<file path="config.mk">
export PLATFORM = sky130hd
export DESIGN_NAME = free_mode_core_flat
export DESIGN_NICKNAME = d
export VERILOG_FILES = /design/src/rtl/free_mode_core_if.sv /design/src/rtl/free_mode_core.sv /design/src/flat_wrapper.sv
export SDC_FILE = /design/constraint.sdc
export NUM_CORES = 1
export LEC_CHECK = 0
export ABC_AREA = 0
export CAP_MARGIN = 20
export CELL_PAD_IN_SITES_DETAIL_PLACEMENT = 0
export CELL_PAD_IN_SITES_GLOBAL_PLACEMENT = 1
export CORE_AREA = 2 2 112 114
export DETAILED_ROUTE_END_ITERATION = 8
export DIE_AREA = 0 0 114 116
export PLACE_DENSITY = 0.64
export SLEW_MARGIN = 15
export SYNTH_ARGS = -nofsm -noshare
export SYNTH_HDL_FRONTEND = slang
export SYNTH_SLANG_ARGS = --single-unit
</file>
<file path="constraint.sdc">
create_clock -name clk -period 6.1 [get_ports clk]
set_input_delay 1.83 -clock clk [delete_from_list [all_inputs] [get_ports clk]]
set_output_delay 1.83 -clock clk [all_outputs]
set_load 0.05 [all_outputs]
</file>
<file path="src/rtl/free_mode_core_if.sv">
`default_nettype none
//----------------------------------------------------------------------------
// Module   : free_mode_core_if
// Purpose  : Bundles the key-decoder control and status signals so the
//            decoder core and its driver share one connection.
// Ports    : oct_sel  - octave select (0 bass, 1 mid, 2 high)
//            touch    - raw key levels, position 0 on the MSB
//            map_wr   - key-position table write strobe
//            map_idx  - logical key being remapped
//            map_pos  - new physical position for map_idx
//            note     - current note number, 0 = silence
//            playing  - a note is sounding or sustaining
//            note_start - one-cycle pulse on each new nonzero note
//            multi_err  - more than one logical key active
// Revision : 1.0 - initial release
//----------------------------------------------------------------------------
interface free_mode_core_if #(
  parameter int NKEYS  = 8,
  parameter int NOTE_W = 5,
  parameter int POS_W  = 3
);
  logic [1:0]        oct_sel;
  logic [NKEYS-1:0]  touch;
  logic              map_wr;
  logic [POS_W-1:0]  map_idx;
  logic [POS_W-1:0]  map_pos;
  logic [NOTE_W-1:0] note;
  logic              playing;
  logic              note_start;
  logic              multi_err;

  // master drives the controls (board / bench), slave is the decoder core
  modport master (
    output oct_sel, touch, map_wr, map_idx, map_pos,
    input  note, playing, note_start, multi_err
  );

  modport slave (
    input  oct_sel, touch, map_wr, map_idx, map_pos,
    output note, playing, note_start, multi_err
  );
endinterface
`default_nettype wire

</file>
<file path="src/rtl/free_mode_core.sv">
`default_nettype none
//----------------------------------------------------------------------------
// Module   : free_mode_core
// Purpose  : Free-play key decoder. Synchronises and debounces an NKEYS-wide
//            touch bus, maps physical positions to logical keys through a
//            runtime-writable table, and produces a note number across NOCT
//            octaves with optional release sustain.
// Ports    : clk  - system clock
//            rst  - synchronous reset, active low
//            bus  - free_mode_core_if.slave (controls in, note/status out)
// Revision : 1.0 - initial release
//----------------------------------------------------------------------------
module free_mode_core #(
  parameter int NKEYS          = 8,
  parameter int NOCT           = 3,
  parameter int DEB_CYCLES     = 1000000,
  parameter int SUSTAIN_CYCLES = 0,
  parameter int NOTE_W         = 5,
  parameter int POS_W          = 3
) (
  input  wire logic          clk,
  input  wire logic          rst,
  free_mode_core_if.slave    bus
);

  localparam int c_DEB_W = (DEB_CYCLES > 1) ? $clog2(DEB_CYCLES) : 1;
  localparam int c_SUS_W = (SUSTAIN_CYCLES > 2) ? $clog2(SUSTAIN_CYCLES) : 1;
  localparam logic [c_DEB_W-1:0] c_DEB_LAST = c_DEB_W'(DEB_CYCLES - 1);
  localparam logic [c_SUS_W-1:0] c_SUS_LAST =
    c_SUS_W'((SUSTAIN_CYCLES > 0) ? SUSTAIN_CYCLES - 1 : 0);
  localparam bit               c_HAS_SUS = (SUSTAIN_CYCLES > 0);
  localparam logic [POS_W-1:0] c_MUTE    = POS_W'(NKEYS - 1);

  typedef enum logic [1:0] {
    S_IDLE    = 2'd0,
    S_PLAY    = 2'd1,
    S_SUSTAIN = 2'd2
  } state_t;

  // note = octave*(NKEYS-1) + key + 1; invalid octave is silence
  function automatic logic [NOTE_W-1:0] f_note(input logic [POS_W-1:0] key,
                                               input logic [1:0]       oct);
    int v;
    if (int'(oct) >= NOCT) return '0;
    v = int'(oct) * (NKEYS - 1) + int'(key) + 1;
    return NOTE_W'(v);
  endfunction

  // input synchroniser, key table, decode
  logic [NKEYS-1:0] r_sync1;
  logic [NKEYS-1:0] r_ts;
  logic [POS_W-1:0] r_map [NKEYS];
  logic [NKEYS-1:0] w_l;
  logic             w_cand_v;
  logic [POS_W-1:0] w_cand_idx;
  logic             r_multi;

  // debounce
  logic               r_cq_v;
  logic [POS_W-1:0]   r_cq_idx;
  logic [c_DEB_W-1:0] r_cnt;
  logic               w_same;
  logic               w_commit;
  logic               w_mute;
  logic               w_keynote;

  // note FSM
  state_t             r_state, w_state_nx;
  logic [POS_W-1:0]   r_key, w_key_nx;
  logic [NOTE_W-1:0]  r_note, w_note_nx;
  logic               r_start, w_start_nx;
  logic [c_SUS_W-1:0] r_scnt, w_scnt_nx;

  always_ff @(posedge clk) begin
    if (!rst) begin
      r_sync1 <= '0;
      r_ts    <= '0;
      r_multi <= 1'b0;
      for (int i = 0; i < NKEYS; i++) r_map[i] <= POS_W'(i);
    end else begin
      r_sync1 <= bus.touch;
      r_ts    <= r_sync1;
      r_multi <= (w_l & (w_l - NKEYS'(1))) != '0;
      if (bus.map_wr && (32'(bus.map_idx) < NKEYS) && (32'(bus.map_pos) < NKEYS))
        r_map[bus.map_idx] <= bus.map_pos;
    end
  end

  // Position p lives on ts[NKEYS-1-p]; shifting left by p lands it on the MSB.
  for (genvar gi = 0; gi < NKEYS; gi++) begin : g_decode
    logic [NKEYS-1:0] w_sh;
    assign w_sh    = r_ts << r_map[gi];
    assign w_l[gi] = w_sh[NKEYS-1];
  end

  // Exactly one active logical key gives a candidate; idx forced to 0 on NONE
  // so the candidate compare below only sees one encoding of NONE.
  always_comb begin
    w_cand_v   = 1'b0;
    w_cand_idx = '0;
    if ((w_l != '0) && ((w_l & (w_l - NKEYS'(1))) == '0)) begin
      w_cand_v = 1'b1;
      for (int i = 0; i < NKEYS; i++) begin
        if (w_l[i]) w_cand_idx = POS_W'(i);
      end
    end
  end

  assign w_same    = (w_cand_v == r_cq_v) && (w_cand_idx == r_cq_idx);
  // Commit keeps firing while the candidate stays stable; the FSM treats
  // repeated commits of the same value as no-ops.
  assign w_commit  = w_same && (r_cnt == c_DEB_LAST);
  assign w_mute    = r_cq_v && (r_cq_idx == c_MUTE);
  assign w_keynote = r_cq_v && (r_cq_idx != c_MUTE);

  always_ff @(posedge clk) begin
    if (!rst) begin
      r_cq_v   <= 1'b0;
      r_cq_idx <= '0;
      r_cnt    <= '0;
    end else if (!w_same) begin
      r_cq_v   <= w_cand_v;
      r_cq_idx <= w_cand_idx;
      r_cnt    <= '0;
    end else if (r_cnt != c_DEB_LAST) begin
      r_cnt <= r_cnt + c_DEB_W'(1);
    end
  end

  always_ff @(posedge clk) begin
    if (!rst) begin
      r_state <= S_IDLE;
      r_key   <= '0;
      r_note  <= '0;
      r_start <= 1'b0;
      r_scnt  <= '0;
    end else begin
      r_state <= w_state_nx;
      r_key   <= w_key_nx;
      r_note  <= w_note_nx;
      r_start <= w_start_nx;
      r_scnt  <= w_scnt_nx;
    end
  end

  always_comb begin
    w_state_nx = r_state;
    w_key_nx   = r_key;
    w_note_nx  = r_note;
    w_start_nx = 1'b0;
    w_scnt_nx  = r_scnt;
    case (r_state)
      S_IDLE: begin
        if (w_commit && w_keynote) begin
          w_state_nx = S_PLAY;
          w_key_nx   = r_cq_idx;
          w_note_nx  = f_note(r_cq_idx, bus.oct_sel);
          w_start_nx = (w_note_nx != '0);
        end
      end
      S_PLAY: begin
        if (w_commit && w_mute) begin
          w_state_nx = S_IDLE;
          w_note_nx  = '0;
        end else if (w_commit && !r_cq_v) begin
          if (c_HAS_SUS) begin
            w_state_nx = S_SUSTAIN;
            w_scnt_nx  = '0;
          end else begin
            w_state_nx = S_IDLE;
            w_note_nx  = '0;
          end
        end else begin
          // New key or octave change both land here: recompute every cycle.
          // The r_start guard stops back-to-back pulses from rapid oct_sel
          // toggling.
          if (w_commit && w_keynote) w_key_nx = r_cq_idx;
          w_note_nx  = f_note(w_key_nx, bus.oct_sel);
          w_start_nx = (w_note_nx != '0) && (w_note_nx != r_note) && !r_start;
        end
      end
      S_SUSTAIN: begin
        // A re-strike takes priority over expiry landing on the same cycle.
        if (w_commit && w_keynote) begin
          w_state_nx = S_PLAY;
          w_key_nx   = r_cq_idx;
          w_note_nx  = f_note(r_cq_idx, bus.oct_sel);
          w_start_nx = (w_note_nx != '0);
        end else if (w_commit && w_mute) begin
          w_state_nx = S_IDLE;
          w_note_nx  = '0;
        end else if (r_scnt == c_SUS_LAST) begin
          w_state_nx = S_IDLE;
          w_note_nx  = '0;
        end else begin
          w_scnt_nx = r_scnt + c_SUS_W'(1);
        end
      end
      default: begin
        w_state_nx = S_IDLE;
        w_note_nx  = '0;
      end
    endcase
  end

  assign bus.note       = r_note;
  assign bus.playing    = (r_state != S_IDLE);
  assign bus.note_start = r_start;
  assign bus.multi_err  = r_multi;

endmodule
`default_nettype wire

</file>
<file path="src/flat_wrapper.sv">
// flat-port wrapper written by rule: the top's interface ports become plain ports
module free_mode_core_flat 
#(
  parameter int NKEYS          = 8,
  parameter int NOCT           = 3,
  parameter int DEB_CYCLES     = 1000000,
  parameter int SUSTAIN_CYCLES = 0,
  parameter int NOTE_W         = 5,
  parameter int POS_W          = 3
)
  (clk, rst, bus_oct_sel, bus_touch, bus_map_wr, bus_map_idx, bus_map_pos, bus_note, bus_playing, bus_note_start, bus_multi_err);
  free_mode_core_if #(.NKEYS(NKEYS), .NOTE_W(NOTE_W), .POS_W(POS_W)) bus_i ();
  input  wire logic clk;
  input  wire logic rst;
  input wire logic [$bits(bus_i.oct_sel)-1:0] bus_oct_sel;
  input wire logic [$bits(bus_i.touch)-1:0] bus_touch;
  input wire logic [$bits(bus_i.map_wr)-1:0] bus_map_wr;
  input wire logic [$bits(bus_i.map_idx)-1:0] bus_map_idx;
  input wire logic [$bits(bus_i.map_pos)-1:0] bus_map_pos;
  output wire logic [$bits(bus_i.note)-1:0] bus_note;
  output wire logic [$bits(bus_i.playing)-1:0] bus_playing;
  output wire logic [$bits(bus_i.note_start)-1:0] bus_note_start;
  output wire logic [$bits(bus_i.multi_err)-1:0] bus_multi_err;
  assign bus_i.oct_sel = bus_oct_sel;
  assign bus_i.touch = bus_touch;
  assign bus_i.map_wr = bus_map_wr;
  assign bus_i.map_idx = bus_map_idx;
  assign bus_i.map_pos = bus_map_pos;
  assign bus_note = bus_i.note;
  assign bus_playing = bus_i.playing;
  assign bus_note_start = bus_i.note_start;
  assign bus_multi_err = bus_i.multi_err;
  free_mode_core #(.NKEYS(NKEYS), .NOCT(NOCT), .DEB_CYCLES(DEB_CYCLES), .SUSTAIN_CYCLES(SUSTAIN_CYCLES), .NOTE_W(NOTE_W), .POS_W(POS_W)) u_core (.clk(clk), .rst(rst), .bus(bus_i));
endmodule
</file>
==> summary.md, run 1 <==
| Metric | Value |
|---|---|
| Area post-placement | 4520 um2 |
| Largest net degree at the start of global routing | 25 |
| Main synth FF type | dfxtp_1 |
| Highest-count cells in the layout ignoring fill and taps | dfxtp_1 (51), nor2_1 (47), and2_1 (33), nand2_1 (31), clkdlybuf4s50_1 (26) |
| Number of synthesized flops with an enable pin | 24 |
| # Post-CTS Setup Buffers | 0 |
| FMAX | 189 MHz |
| Sequential fraction of the synthesis area | 42.4% |
| M1 wire length | 3870 um |
| Compound-Gate Fraction of Synth Area | 7.61% |
| Cell variety after synth | 55 |
| Ys Warns | 0 |
| Post-synthesis xor/xnor area fraction | 6.39% |
| Worst-skew pair later-pin latency | 340 ps |
| Routability cong. | 0.791 |
| Dpl cells | 561 |
| Post-CTS Resized | 0 |
| Vias in the first global route | 2,872 |
| WP depth | 17 |
| Clk slew on worst S/H paths | 50 ps |
| Final WL | 8400 um |
| Asr flop ratio synth | 0% |
| DR WL met3 | 264 um |
| Initial antenna violation count | 0 |
| Final setup viols | 0 |
| CTS H-Tree Depth | 3 |
| Worst setup EP type | flop |
| Global Route Usage Sum | 13.9% |
| Mux share of post-synthesis cell area | 14.5% |
| Cell Count, Final, Fillers Out | 576 |
| Io pins | 27 |
| Fin Setup TNS | 0 ps |
| Register area | 1740 um2 |
| Minimum clock period | 5290 ps |
| Initial DRC Count | 140 |
| Syn Area/Cell | 10.3 um2 |
| Synthesized area | 4110 um2 |
| Reg2Reg Setup Slack | 810 ps |
| Peak VDD IR | 0.000122 V |
| WL/cell | 14.6 um |
| R2R Path Start | u_core.r_map[7][0] |
| Crit path cell chain | mux4_1 -> mux2_2 -> a211o_1 -> a2111oi_2 -> xnor2_1 -> nand3_2 -> nor4_4 -> mux2i_1 -> ha_1 -> inv_1 -> fa_1 -> and4b_1 -> a31oi_1 -> o32ai_1 -> nand4_1 -> and4b_1 -> o21a_1 |
| Hpwl dp | 6170 um |
| Final Hold Vio Count | 0 |
| Worst path slowest cell | nor4_4 |
| TritonCTS buffer count | 9 |
| RR Endpoint | u_core.bus.note_start |
| Slew Limit Fails | 0 |
| CP peak stage delay | 730 ps |
| Core area | 11,900 um2 |
| Lkg Pwr | 1.75 nW |
| Status | completed |
| Synth Area in Adders | 4.32% |
| Via count | 2,963 |
| Reg2reg path depth | 17 |
| First-pass GRT wire length | 14,300 um |
| Mapped Cells | 397 |
| CP required | 6330 ps |
| Number of remaining DRC errors | 0 |
| Tcrit/Tclk final | 86.7% |
| WS Path Type | flop to flop |
| Metal2 WL | 4090 um |
| Layout area overhead | 16.7% |
| Critical path origin | u_core.r_map[7][0] |
| Family with the most delay on the worst path | simple AND/OR/NAND/NOR gates |
| Yosys reg bits | 75 |
| Maximum fanout along the worst path | 11 |
| Footprint of the multi-input gates | 2270 um2 |
| CTS Hold Bufs | 0 |
| Combinational family with the most area after synthesis | simple AND/OR/NAND/NOR gates |
| Die Y | 116 um |
| Max Cap Violations | 0 |
| Final Instance Area | 4800 um2 |
| DR top layer | met4 |
| Actual slew at the worst max-slew pin | 754 ps |
| Num rows | 40 |
| Nets | 457 |
| GRT overflow | 0 |
| Fill cells | 1,146 |
| Routed Antenna Nets | 0 |
| Root Driver | clkbuf_16 |
| Starting Density | 34.5% |
| Diode count | 0 |
| 1st-pass router iterations | 4 |
| Longest Clk Path Bufs | 2 |
| Data arrival, critical path | 5520 ps |
| CTS tree | built |
| Die X | 114 um |
| RSZ-0062 raised after global routing | no |
| Worst setup path end | u_core.bus.note_start |
| Post-Synth Simple-Gate Area | 22.5% |
| Power Density | 263 nW/um2 |
| Syn nets | 429 |
| Critical path's most frequent cell | and4b_1 |
| Most common cell after layout, fill and taps aside | dfxtp_1 |
| Layout Skew | 4.54 ps |
| DR vias/cell | 5.14 |
| CP Buf/Inv Count | 1 |
| HP Class | flop to flop |
| CTS sink cnt | 75 |
| Critical path startpoint category | flop |
| Die area | 13,200 um2 |
| Slew HR | 49.3% |
| Port Buffers | 26 |
| Share of cells above drive strength 1 | 9.56% |
-- cell type report --
cell class,count,area share (%)
Clock buffer,12,4.93
Clock inverter,3,0.887
Inverter,12,0.939
Multi-Input combinational cell,299,47.4
Sequential cell,75,36.3
Tap cell,147,3.83
Timing Repair Buffer,28,5.74
-- state kept, by name, summed over array words and instances (netlist names) --
| name | cells |
|---|---|
| u_core.bus.note_start | 1 |
| u_core.r_cq_v | 1 |
| u_core.r_cq_idx | 3 |
| u_core.r_sync1 | 8 |
| u_core.r_map | 24 |
| u_core.r_state | 1 |
| u_core.r_ts | 8 |
| u_core.bus.note | 5 |
| u_core.r_key | 3 |
| u_core.bus.multi_err | 1 |
| u_core.r_cnt | 20 |
-- layer usage --
layer	vias to the layer above	track usage [%]
li1	1485	-
met1	1417	17.1
met3	12	2.98
met5	-	0
met2	49	23.5
met4	0	6.59
-- worst min path at each step --
stage                                 start              to  slack (ps)  cells after the start
after CTS                 u_core.r_sync1[3]  u_core.r_ts[3]         440                      1
after detailed placement  u_core.r_sync1[7]  u_core.r_ts[7]         420                      1
after floorplan           u_core.r_sync1[0]  u_core.r_ts[0]         410                      1
final                     u_core.r_sync1[3]  u_core.r_ts[3]         430                      1
after global routing      u_core.r_sync1[3]  u_core.r_ts[3]         460                      1
after global placement    u_core.r_sync1[7]  u_core.r_ts[7]         420                      1
-- through the flow --
step	power, W	hold WS, ps	worst slack (ps)	util, %
after global placement	0.000761	418	907	37.9
after detailed placement	0.000763	422	829	37.9
after floorplan	0.000710	412	1390	-
after CTS	0.00128	435	811	40.3
after global routing	0.00132	461	303	40.3
final	0.00126	433	810	40.3
-- cells by family after synthesis --
| kind of cell | after synthesis |
|---|---|
| and+or+nand+nor | 174 |
| DFF | 75 |
| AOI/OAI and AO/OA | 46 |
| muxes | 36 |
| xor gates and xnor gates | 30 |
| buffers and inverters | 23 |
| adders and majority gates | 13 |
-- synthesized netlist by cell type (2+ instances only) --
master / number / area share (%)
a31oi_1: 3 / 0.46
inv_1: 12 / 1.1
xor2_1: 14 / 3.0
nand3_1: 9 / 1.1
a211o_1: 2 / 0.43
and4b_1: 2 / 0.49
and3_1: 5 / 0.76
a21oi_1: 9 / 1.1
mux4_2: 12 / 6.6
dfxtp_1: 51 / 25
mux2i_2: 2 / 0.67
mux2_2: 5 / 1.4
o2bb2ai_1: 2 / 0.43
o22a_1: 2 / 0.43
or4_1: 2 / 0.37
ha_1: 11 / 3.3
nor3_1: 8 / 0.97
o211ai_1: 2 / 0.37
fa_1: 2 / 0.97
nand2b_1: 6 / 0.91
nor2_1: 47 / 4.3
and2_1: 33 / 5.0
nand4_1: 6 / 0.91
o21ai_0: 13 / 1.6
or3_1: 13 / 2.0
mux4_1: 4 / 2.6
xnor2_1: 16 / 3.4
o31ai_1: 2 / 0.37
mux2i_1: 12 / 2.9
a21o_1: 2 / 0.37
clkbuf_1: 9 / 0.82
nand2_1: 31 / 2.8
nand3b_1: 2 / 0.37
edfxtp_1: 24 / 18
nor2b_1: 2 / 0.30
-- power breakdown --
| group | internal [W] | switching, W |
|---|---|---|
| combinational | 0.0000859 | 0.000105 |
| clock | 0.000314 | 0.000195 |
| sequential | 0.000538 | 0.0000219 |
| total | 0.000938 | 0.000322 |
(Power assumes the default switching activity.)
==> run 2, diff against run 1 <==
--- a/config.mk
+++ b/config.mk
@@ -13,7 +13,6 @@
 export DETAILED_ROUTE_END_ITERATION = 8
 export DIE_AREA = 0 0 114 116
 export PLACE_DENSITY = 0.64
-export SLEW_MARGIN = 15
 export SYNTH_ARGS = -nofsm -noshare
 export SYNTH_HDL_FRONTEND = slang
 export SYNTH_SLANG_ARGS = --single-unit
==> results of run 2 <==
The final DEF is identical to that of run 1; final timing and power are the same.
==> run 3, diff against run 2 <==
--- a/config.mk
+++ b/config.mk
@@ -6,7 +6,6 @@
 export NUM_CORES = 1
 export LEC_CHECK = 0
 export ABC_AREA = 0
-export CAP_MARGIN = 20
 export CELL_PAD_IN_SITES_DETAIL_PLACEMENT = 0
 export CELL_PAD_IN_SITES_GLOBAL_PLACEMENT = 1
 export CORE_AREA = 2 2 112 114
==> constraint.sdc (replaced) <==
create_clock -name clk -period 6.1 [get_ports clk]
set_input_delay 1.83 -clock clk [delete_from_list [all_inputs] [get_ports clk]]
set_output_delay 1.83 -clock clk [all_outputs]
set_load 0.02 [all_outputs]
==> results of run 3 <==
Same layout as run 1 (identical final DEF). Status: completed.
